[src/rtl/seq_alu.sv]
`default_nettype none
// ============================================================================
//  Module   : seq_alu
//  Purpose  : Multi-cycle ALU for the EX stage. Single-cycle logic/arith ops
//             plus iterative unsigned MUL (shift-add) and DIVU (restoring)
//             behind a valid/ready handshake. Results are registered and
//             held until the next operation completes.
//  Options  : define SEQ_ALU_FLAGS_EN to add registered Carry/Overflow outputs.
//  Revision : 1.0  initial release
// ============================================================================
module seq_alu #(
  parameter int WIDTH = 16
) (
  input  logic             clk,
  input  logic             rst_n,
  input  logic             in_valid,
  output logic             in_ready,
  input  logic [WIDTH-1:0] A,
  input  logic [WIDTH-1:0] B,
  input  logic [3:0]       ALUControl,
  output logic             out_valid,
  output logic [WIDTH-1:0] ALUOut,
  output logic [WIDTH-1:0] ALUOutHi,
  output logic             Zero,
  output logic             DivByZero
`ifdef SEQ_ALU_FLAGS_EN
  ,
  output logic             Carry,
  output logic             Overflow
`endif
);

  localparam int             c_cnt_w  = $clog2(WIDTH) + 1;
  localparam int             c_msb    = WIDTH - 1;
  localparam logic [c_cnt_w-1:0] c_last   = c_cnt_w'(WIDTH - 1);
  localparam logic [c_cnt_w-1:0] c_cnt_one = c_cnt_w'(1);

  localparam logic [3:0] c_op_and  = 4'b0000;
  localparam logic [3:0] c_op_or   = 4'b0001;
  localparam logic [3:0] c_op_add  = 4'b0010;
  localparam logic [3:0] c_op_sub  = 4'b0110;
  localparam logic [3:0] c_op_slt  = 4'b0111;
  localparam logic [3:0] c_op_nor  = 4'b1100;
  localparam logic [3:0] c_op_xor  = 4'b1101;
  localparam logic [3:0] c_op_mul  = 4'b1000;
  localparam logic [3:0] c_op_divu = 4'b1001;

  typedef enum logic [1:0] {
    ST_IDLE = 2'd0,
    ST_DONE = 2'd1,
    ST_MUL  = 2'd2,
    ST_DIV  = 2'd3
  } state_t;

  state_t             r_state;
  logic [c_cnt_w-1:0] r_cnt;
  logic [WIDTH-1:0]   r_opd;   // multiplicand for MUL, divisor for DIVU
  logic [WIDTH-1:0]   r_hi;    // partial product high half / partial remainder
  logic [WIDTH-1:0]   r_lo;    // multiplier -> product low / dividend -> quotient

  logic               w_accept;
  logic               w_last;
  logic [WIDTH-1:0]   w_add;
  logic [WIDTH-1:0]   w_sub;
  logic [WIDTH-1:0]   w_sc_res;

  logic [WIDTH:0]     w_mul_sum;
  logic [WIDTH-1:0]   w_mul_hi;
  logic [WIDTH-1:0]   w_mul_lo;

  logic [WIDTH:0]     w_div_shift;
  logic               w_div_ok;
  logic [WIDTH-1:0]   w_div_sub;
  logic [WIDTH-1:0]   w_div_hi;
  logic [WIDTH-1:0]   w_div_lo;

  logic               w_load;
  logic [WIDTH-1:0]   w_nxt_lo;
  logic [WIDTH-1:0]   w_nxt_hi;
  logic               w_nxt_dbz;

  assign in_ready  = (r_state == ST_IDLE);
  assign out_valid = (r_state == ST_DONE);
  assign w_accept  = in_valid && (r_state == ST_IDLE);
  assign w_last    = (r_cnt == c_last);

  assign w_add = A + B;
  assign w_sub = A - B;

  // Single-cycle result, computed straight from the inputs on the accept cycle
  always_comb begin
    w_sc_res = '0;
    case (ALUControl)
      c_op_and: w_sc_res = A & B;
      c_op_or:  w_sc_res = A | B;
      c_op_add: w_sc_res = w_add;
      c_op_sub: w_sc_res = w_sub;
      c_op_slt: w_sc_res = {{(WIDTH-1){1'b0}}, ($signed(A) < $signed(B))};
      c_op_nor: w_sc_res = ~(A | B);
      c_op_xor: w_sc_res = A ^ B;
      default:  w_sc_res = '0;
    endcase
  end

  // One shift-add step: add multiplicand if multiplier LSB set, shift {carry,hi,lo} right
  assign w_mul_sum = {1'b0, r_hi} + (r_lo[0] ? {1'b0, r_opd} : '0);
  assign w_mul_hi  = w_mul_sum[WIDTH:1];
  assign w_mul_lo  = {w_mul_sum[0], r_lo[WIDTH-1:1]};

  // One restoring-division step: shift next dividend bit into remainder, try subtract.
  // When the subtract succeeds the difference is below the divisor, so WIDTH bits suffice.
  assign w_div_shift = {r_hi, r_lo[WIDTH-1]};
  assign w_div_ok    = (w_div_shift >= {1'b0, r_opd});
  assign w_div_sub   = w_div_shift[WIDTH-1:0] - r_opd;
  assign w_div_hi    = w_div_ok ? w_div_sub : w_div_shift[WIDTH-1:0];
  assign w_div_lo    = {r_lo[WIDTH-2:0], w_div_ok};

`ifdef SEQ_ALU_FLAGS_EN
  logic w_sc_c;
  logic w_sc_v;
  logic w_nxt_c;
  logic w_nxt_v;
  logic r_carry;
  logic r_ovf;

  // Flags for single-cycle ops; add carry-out recovered from the MSB column
  always_comb begin
    w_sc_c = 1'b0;
    w_sc_v = 1'b0;
    case (ALUControl)
      c_op_add: begin
        w_sc_c = (A[c_msb] & B[c_msb]) | ((A[c_msb] ^ B[c_msb]) & ~w_add[c_msb]);
        w_sc_v = (A[c_msb] == B[c_msb]) && (w_add[c_msb] != A[c_msb]);
      end
      c_op_sub: begin
        w_sc_c = (A < B);
        w_sc_v = (A[c_msb] != B[c_msb]) && (w_sub[c_msb] != A[c_msb]);
      end
      default: begin
        w_sc_c = 1'b0;
        w_sc_v = 1'b0;
      end
    endcase
  end
`endif

  // Select what gets captured into the result registers on entry to DONE
  always_comb begin
    w_load    = 1'b0;
    w_nxt_lo  = w_sc_res;
    w_nxt_hi  = '0;
    w_nxt_dbz = 1'b0;
`ifdef SEQ_ALU_FLAGS_EN
    w_nxt_c   = w_sc_c;
    w_nxt_v   = w_sc_v;
`endif
    case (r_state)
      ST_IDLE: begin
        if (w_accept && (ALUControl != c_op_mul) &&
            !((ALUControl == c_op_divu) && (B != '0))) begin
          w_load = 1'b1;
          if (ALUControl == c_op_divu) begin
            w_nxt_lo  = '1;
            w_nxt_hi  = A;
            w_nxt_dbz = 1'b1;
          end
        end
      end
      ST_MUL: begin
        if (w_last) begin
          w_load   = 1'b1;
          w_nxt_lo = w_mul_lo;
          w_nxt_hi = w_mul_hi;
`ifdef SEQ_ALU_FLAGS_EN
          w_nxt_c  = (w_mul_hi != '0);
          w_nxt_v  = (w_mul_hi != '0);
`endif
        end
      end
      ST_DIV: begin
        if (w_last) begin
          w_load   = 1'b1;
          w_nxt_lo = w_div_lo;
          w_nxt_hi = w_div_hi;
`ifdef SEQ_ALU_FLAGS_EN
          w_nxt_c  = 1'b0;
          w_nxt_v  = 1'b0;
`endif
        end
      end
      default: w_load = 1'b0;
    endcase
  end

  // Control FSM and iteration datapath
  always_ff @(posedge clk or negedge rst_n) begin
    if (!rst_n) begin
      r_state <= ST_IDLE;
      r_cnt   <= '0;
      r_opd   <= '0;
      r_hi    <= '0;
      r_lo    <= '0;
    end else begin
      case (r_state)
        ST_IDLE: begin
          if (w_accept) begin
            r_cnt <= '0;
            r_hi  <= '0;
            if (ALUControl == c_op_mul) begin
              r_opd   <= A;
              r_lo    <= B;
              r_state <= ST_MUL;
            end else if (ALUControl == c_op_divu) begin
              r_opd   <= B;
              r_lo    <= A;
              r_state <= (B == '0) ? ST_DONE : ST_DIV;
            end else begin
              r_state <= ST_DONE;
            end
          end
        end
        ST_MUL: begin
          r_hi  <= w_mul_hi;
          r_lo  <= w_mul_lo;
          r_cnt <= r_cnt + c_cnt_one;
          if (w_last) r_state <= ST_DONE;
        end
        ST_DIV: begin
          r_hi  <= w_div_hi;
          r_lo  <= w_div_lo;
          r_cnt <= r_cnt + c_cnt_one;
          if (w_last) r_state <= ST_DONE;
        end
        ST_DONE: r_state <= ST_IDLE;
        default: r_state <= ST_IDLE;
      endcase
    end
  end

  // Result registers: loaded once per operation, held otherwise
  always_ff @(posedge clk or negedge rst_n) begin
    if (!rst_n) begin
      ALUOut    <= '0;
      ALUOutHi  <= '0;
      Zero      <= 1'b1;
      DivByZero <= 1'b0;
    end else if (w_load) begin
      ALUOut    <= w_nxt_lo;
      ALUOutHi  <= w_nxt_hi;
      Zero      <= (w_nxt_lo == '0);
      DivByZero <= w_nxt_dbz;
    end
  end

`ifdef SEQ_ALU_FLAGS_EN
  // Status flags, captured alongside the results
  always_ff @(posedge clk or negedge rst_n) begin
    if (!rst_n) begin
      r_carry <= 1'b0;
      r_ovf   <= 1'b0;
    end else if (w_load) begin
      r_carry <= w_nxt_c;
      r_ovf   <= w_nxt_v;
    end
  end

  assign Carry    = r_carry;
  assign Overflow = r_ovf;
`else
  // Flag outputs are not present in this build; no flag state exists.
`endif

endmodule
`default_nettype wire

[config.mk]
export PLATFORM = sky130hd
export DESIGN_NAME = seq_alu
export DESIGN_NICKNAME = d
export VERILOG_FILES = /design/src/rtl/seq_alu.sv
export SDC_FILE = /design/constraint.sdc
export NUM_CORES = 1
export LEC_CHECK = 0
export BUFFER_PORTS_ARGS = -buffer_cell sky130_fd_sc_hd__buf_2
export CORE_ASPECT_RATIO = 1.25
export CORE_MARGIN = 10
export CORE_UTILIZATION = 32
export CTS_CLUSTER_DIAMETER = 120
export DETAILED_ROUTE_END_ITERATION = 6
export GPL_TIMING_DRIVEN = 0
export PLACE_DENSITY = 0.59
export SYNTH_ARGS = -nofsm -noshare
export SYNTH_HDL_FRONTEND = slang
export SYNTH_SLANG_ARGS = --single-unit
export TNS_END_PERCENT = 100
[constraint.sdc]
create_clock -name clk -period 5.02 [get_ports clk]
set_input_delay 0 -clock clk [delete_from_list [all_inputs] [get_ports clk]]
set_output_delay 0 -clock clk [all_outputs]
set_load 0.01 [all_outputs]
# Word level (Yosys, flattened, before mapping)
# Cells that the tools add are included.
# word_totals
reg_bits,89
output_inout_bits,36
elab_cells,90
# op_classes
n_addsub,5
n_lt_le_gt_ge,2
n_eq_ne,16
mux,35
n_bitwise,4
n_reduce_logical,19
# ops
op,count
16-bit two-way mux,16
16-bit one-hot mux with 3 select lines,4
16-bit one-hot mux with 7 select lines,1
16-bit zero test,2
16-bit subtractor,2
16-bit by 16-bit adder with 17-bit output,1
17-bit by 16-bit >= comparator with 1-bit output,1
16-bit adder,1
16-bit AND,1
4-bit == test (second input constant),4
16-bit less-than comparator,1
16-bit inverter,1
16-bit bitwise OR,1
16-bit nonzero test,1
16-bit bitwise XOR,1
2-bit two-way mux,5
5-bit one-hot mux with 2 select lines,1
4-bit by 3-bit == test with 1-bit output (second input constant),2
2-bit one-hot mux with 3 select lines,1
2-bit AND reduction,3
3-bit AND reduction,2
5-bit by 1-bit adder with 5-bit output (second input constant),1
5-bit by 4-bit == test with 1-bit output (second input constant),1
1-bit two-way mux,5
16 further kinds,22

# Logic depth before layout (Yosys ltp)
# logic_depth
ltp_word,7
mapped_depth,14
ltp_nobuf,13

# Least setup slack after synthesis
# OpenSTA, ideal clock, no wires.
# synth_timing
path_type,reg-to-reg
startpoint,reg r_lo[0]
endpoint,reg ALUOutHi[15]
setup_ns,0.121
arrival_ns,3.247
required_time_ns,4.899
setup_slack_ns,1.652
stages_incl_launch_ff,14
path_buffers,1
period_less_slack_ns,3.368
cell_sequence,dfrtp_1 -> clkbuf_1 -> and2_1 -> ha_1 -> fa_1 -> a21oi_1 -> o21ai_0 -> a2111oi_0 -> o21a_1 -> or3_1 -> a31oi_1 -> or4b_1 -> a32oi_1 -> nand2_1
# synth_between
elab_chain_cells,4
# synth_rtl
item,line,source
"start, declared",59,logic [WIDTH-1:0] r_lo;
"start signal, assigned",224,r_lo <= w_mul_lo;
"start signal, assigned",230,r_lo <= w_div_lo;
16-bit two-way mux,106,"assign w_mul_sum = {1'b0, r_hi} + (r_lo[0] ? {1'b0, r_opd} : '0);"
16-bit by 16-bit adder with 17-bit output,106,
16-bit two-way mux,170,if (w_last) begin
16-bit one-hot mux with 3 select lines,157,case (r_state)
"end signal, assigned",249,ALUOutHi <= w_nxt_hi;
"end, declared",23,"output logic [WIDTH-1:0] ALUOutHi,"
# No other way between the ends.
# A chain may end at the register's enable or synchronous reset.

# Final worst setup path
# layout_timing
startpoint,reg r_cnt[0]
endpoint,reg ALUOut[5]
# layout_between
elab_chain_cells,3
elab_cells_between_ends,6
cone_classes,eq/ne (1); mux (5)
# layout_rtl
item,line,source
"start, declared",56,logic [c_cnt_w-1:0] r_cnt;
"start signal, assigned",225,r_cnt <= r_cnt + c_cnt_one;
"start signal, assigned",231,r_cnt <= r_cnt + c_cnt_one;
5-bit by 4-bit == test with 1-bit output (*),85,assign w_last = (r_cnt == c_last);
16-bit two-way mux (tied with other cells),181,if (w_last) begin
16-bit one-hot mux with 3 select lines or 1-bit one-hot mux with 2 select lines (tied branches),157,
"end signal, assigned",248,ALUOut <= w_nxt_lo;
"end, declared",22,"output logic [WIDTH-1:0] ALUOut,"
# Mark *: on every way between the ends. The rest lies on a longest branch, timed or not.

==> impl_metrics.json <==
{
  "core-area_mm2": 0.02757,
  "setup_ws_ps": 125.8,
  "areaGrowthSynthToFinish_pct": 13.59,
  "cts.root.buffer_cell": "clkbuf_16",
  "grt_use_met3": 0.02443,
  "pre_cts_ws_ps": 224.4,
  "hpwl_mm": 28.59,
  "initial_core_util": 0.3247,
  "yosys.cell_types.count": 78,
  "syn_nets": 1273,
  "max_freq_ghz": 0.2043,
  "worstMarginPinSlew_ps": 1289,
  "fin_crit_ps": 4894,
  "ys_warn_count": 0,
  "rrSetupSlack_ps": 130,
  "synth_mux_area_frac": 0.04361,
  "fin_tns_setup_ps": 0,
  "worstReg2RegStart": "r_cnt[0]",
  "startpoint_type": "flip-flop",
  "synth_compound_area_frac": 0.2940,
  "clockBufferDepth": 2,
  "drt_iter0_drc": 698,
  "die_x_um": 169.6,
  "yosys-top-cells-area": "dfrtp_1 (25%), ha_1 (12%), a21oi_1 (5.1%)",
  "h-tree-depth": 3,
  "rows": 68,
  "path_class": "reg2reg",
  "crit_path_end_kind": "flip-flop",
  "ir_drop_mv": 0.2533,
  "min_period_over_period": 0.9749,
  "leakage_nw": 4.687,
  "slew_headroom": 0.1284,
  "cts_buffers": 9,
  "synth_largest_area_cell": "dfrtp_1",
  "status": "complete, no violations",
  "io_buffer_count": 73,
  "fin_skew_ps": 11.62,
  "clock_sinks": 89,
  "fill_cells": 2955,
  "cts_resized": 0,
  "grt-ovfl-total": 0,
  "die_h_um": 207.0,
  "synth_top_family_by_area": "compound AO/OA/AOI/OAI gates",
  "pin_count": 75,
  "wl_per_cell_um": 22.37,
  "yosysTopAreaCellShare": 0.2460,
  "clk_latency_ps": 370,
  "grt_pass1_vias": 9331,
  "critPathRequiredTime_ps": 5320,
  "powerDensity_mw_per_mm2": 504.1,
  "worstHoldPathType": "in2reg",
  "synth_xor_area_frac": 0.02055,
  "hold_violations": 0,
  "synth_area_mm2": 0.008951,
  "path_clk_slew_ps": 70,
  "max_cap_violations": 0,
  "multi_input_comb_area_mm2": 0.006160,
  "regArea_mm2": 0.002228,
  "final_layout_size_suffix_gt1_frac": 0.1119,
  "busiest_layer": "met2",
  "yosys.area_share.adder": 0.1306,
  "grt_max_degree": 59,
  "worstPathMaxFanout": 10,
  "setup_violations": 0,
  "firstDrtPassIters": 6,
  "synth_seq_cells": 89,
  "drc_errors": 0,
  "grtUsageMet2": 0.3403,
  "grt_pass1_wl_mm": 54.62,
  "route.vias.total": 9382,
  "synth-seq-area-share": 0.2490,
  "wl_mm": 35.61,
  "finalWeightedCongestion": 0.9474,
  "synth_commonest_cells": "nor2_1 (116), nand2_1 (99), a21oi_1 (91)",
  "rsz0062_at_grt": "no",
  "finalHoldWorstSlack_ps": 5.906,
  "cts_hold_repair.buffers": 8,
  "synth-main-ff-cell": "dfrtp_1",
  "synth-edff-count": 0,
  "crit_arrival_ps": 5190,
  "dieArea_mm2": 0.03510,
  "syn_avg_cell_area_um2": 7.831,
  "synthArstFlopShare": 1.000,
  "grt_usage": 0.1988,
  "nNetsFinal": 1367,
  "num_antenna_cells": 0,
  "synth-simple-area-share": 0.1988,
  "antenna_found_initial": 0,
  "final_max_slew_viol_count": 0,
  "synth.most_common_cell": "nor2_1",
  "grtUsageMet1": 0.2337,
  "synth_cells": 1143,
  "min-delay-start": "A[1]",
  "post_cts_buffers": 0,
  "cts_tree": "yes",
  "startpoint": "r_cnt[0]",
  "routed_via_density": 5.893,
  "ant_nets": 0
}
## cells by family after synthesis
kind of cell | Yosys count
AO/OA/AOI/OAI | 392
XOR/XNOR | 21
adder cells (fa/ha/maj) | 91
buffers and inverters | 147
flip-flops | 89
multiplexers | 37
AND/OR/NAND/NOR | 366
## per-layer routing
layer	vias up	part of all wire
met2	363	0.49
met4	0	0.061
met1	4547	0.40
met5	-	0
li1	4381	-
met3	91	0.050
## flip-flops by register name, indices dropped and copies added (netlist names)
| register | flops |
|---|---|
| ALUOutHi | 16 |
| ALUOut | 16 |
| r_hi | 16 |
| r_lo | 16 |
| r_opd | 16 |
| r_cnt | 5 |
| r_state | 2 |
| DivByZero | 1 |
| Zero | 1 |
## area by class of cell
type | count | area share
Clock inverter | 4 | 0.003446
Multi-Input combinational cell | 907 | 0.6058
Clock buffer | 12 | 0.02523
Tap cell | 350 | 0.04307
Buffer | 65 | 0.02572
Sequential cell | 89 | 0.2192
Inverter | 82 | 0.03027
Timing Repair Buffer | 83 | 0.04726
## power breakdown
group          internal (W)  switching [W]
logic               0.00126        0.00197
registers          0.000984       0.000227
clock network      0.000369       0.000319
## worst max-delay path: stages, from the launching register on
cell and delay [ps]:
dfrtp_1 390, ha_1 190, and3_1 170, ha_1 130
clkbuf_1 720, inv_1 500, nor2_1 510, clkbuf_1 550
a31oi_2 320, clkbuf_1 470, a211oi_1 700, a21o_1 160
## final timing paths
path / to / cells after the start
min in group asynchronous: ALUOutHi[10] / 2
worst min register to register: ALUOut[2] / 2
max in group asynchronous: ALUOutHi[0] / 3
worst min-delay path: ALUOutHi[1] / 3
worst max register to register: ALUOut[5] / 11
worst max-delay path: ALUOut[5] / 11
## metrics by stage
step / area [µm²] / total power [W] / utilization / cells
finish: 10170 / 0.005126 / 0.3688 / 1592
global route: 10170 / 0.005519 / 0.3688 / 1592
CTS: 10170 / 0.005089 / 0.3688 / 1592
detailed placement: 9796 / 0.004385 / 0.3553 / 1568
global placement: 9754 / 0.004337 / 0.3538 / 1566
floorplan: 8951 / 0.003454 / - / 1143
## cell usage in the layout (no fill, tap or decap), drive strengths merged, types with 10 or more instances in the layout
master	synthesis	routed
a31oi	16	16
inv	81	83
o21ai	85	85
ha	87	87
a21oi	91	91
nand3	25	25
or3	12	12
mux2	16	16
clkbuf	50	62
a211oi	32	32
o211ai	18	18
o21a	10	10
nor3	26	26
a22o	12	12
a21o	24	24
mux2i	21	21
nor2	116	116
and2	19	19
buf	15	90
xnor2	14	14
a221o	11	11
a22oi	15	15
nand2	99	99
dfrtp	88	88
(Power assumes the default switching activity.)
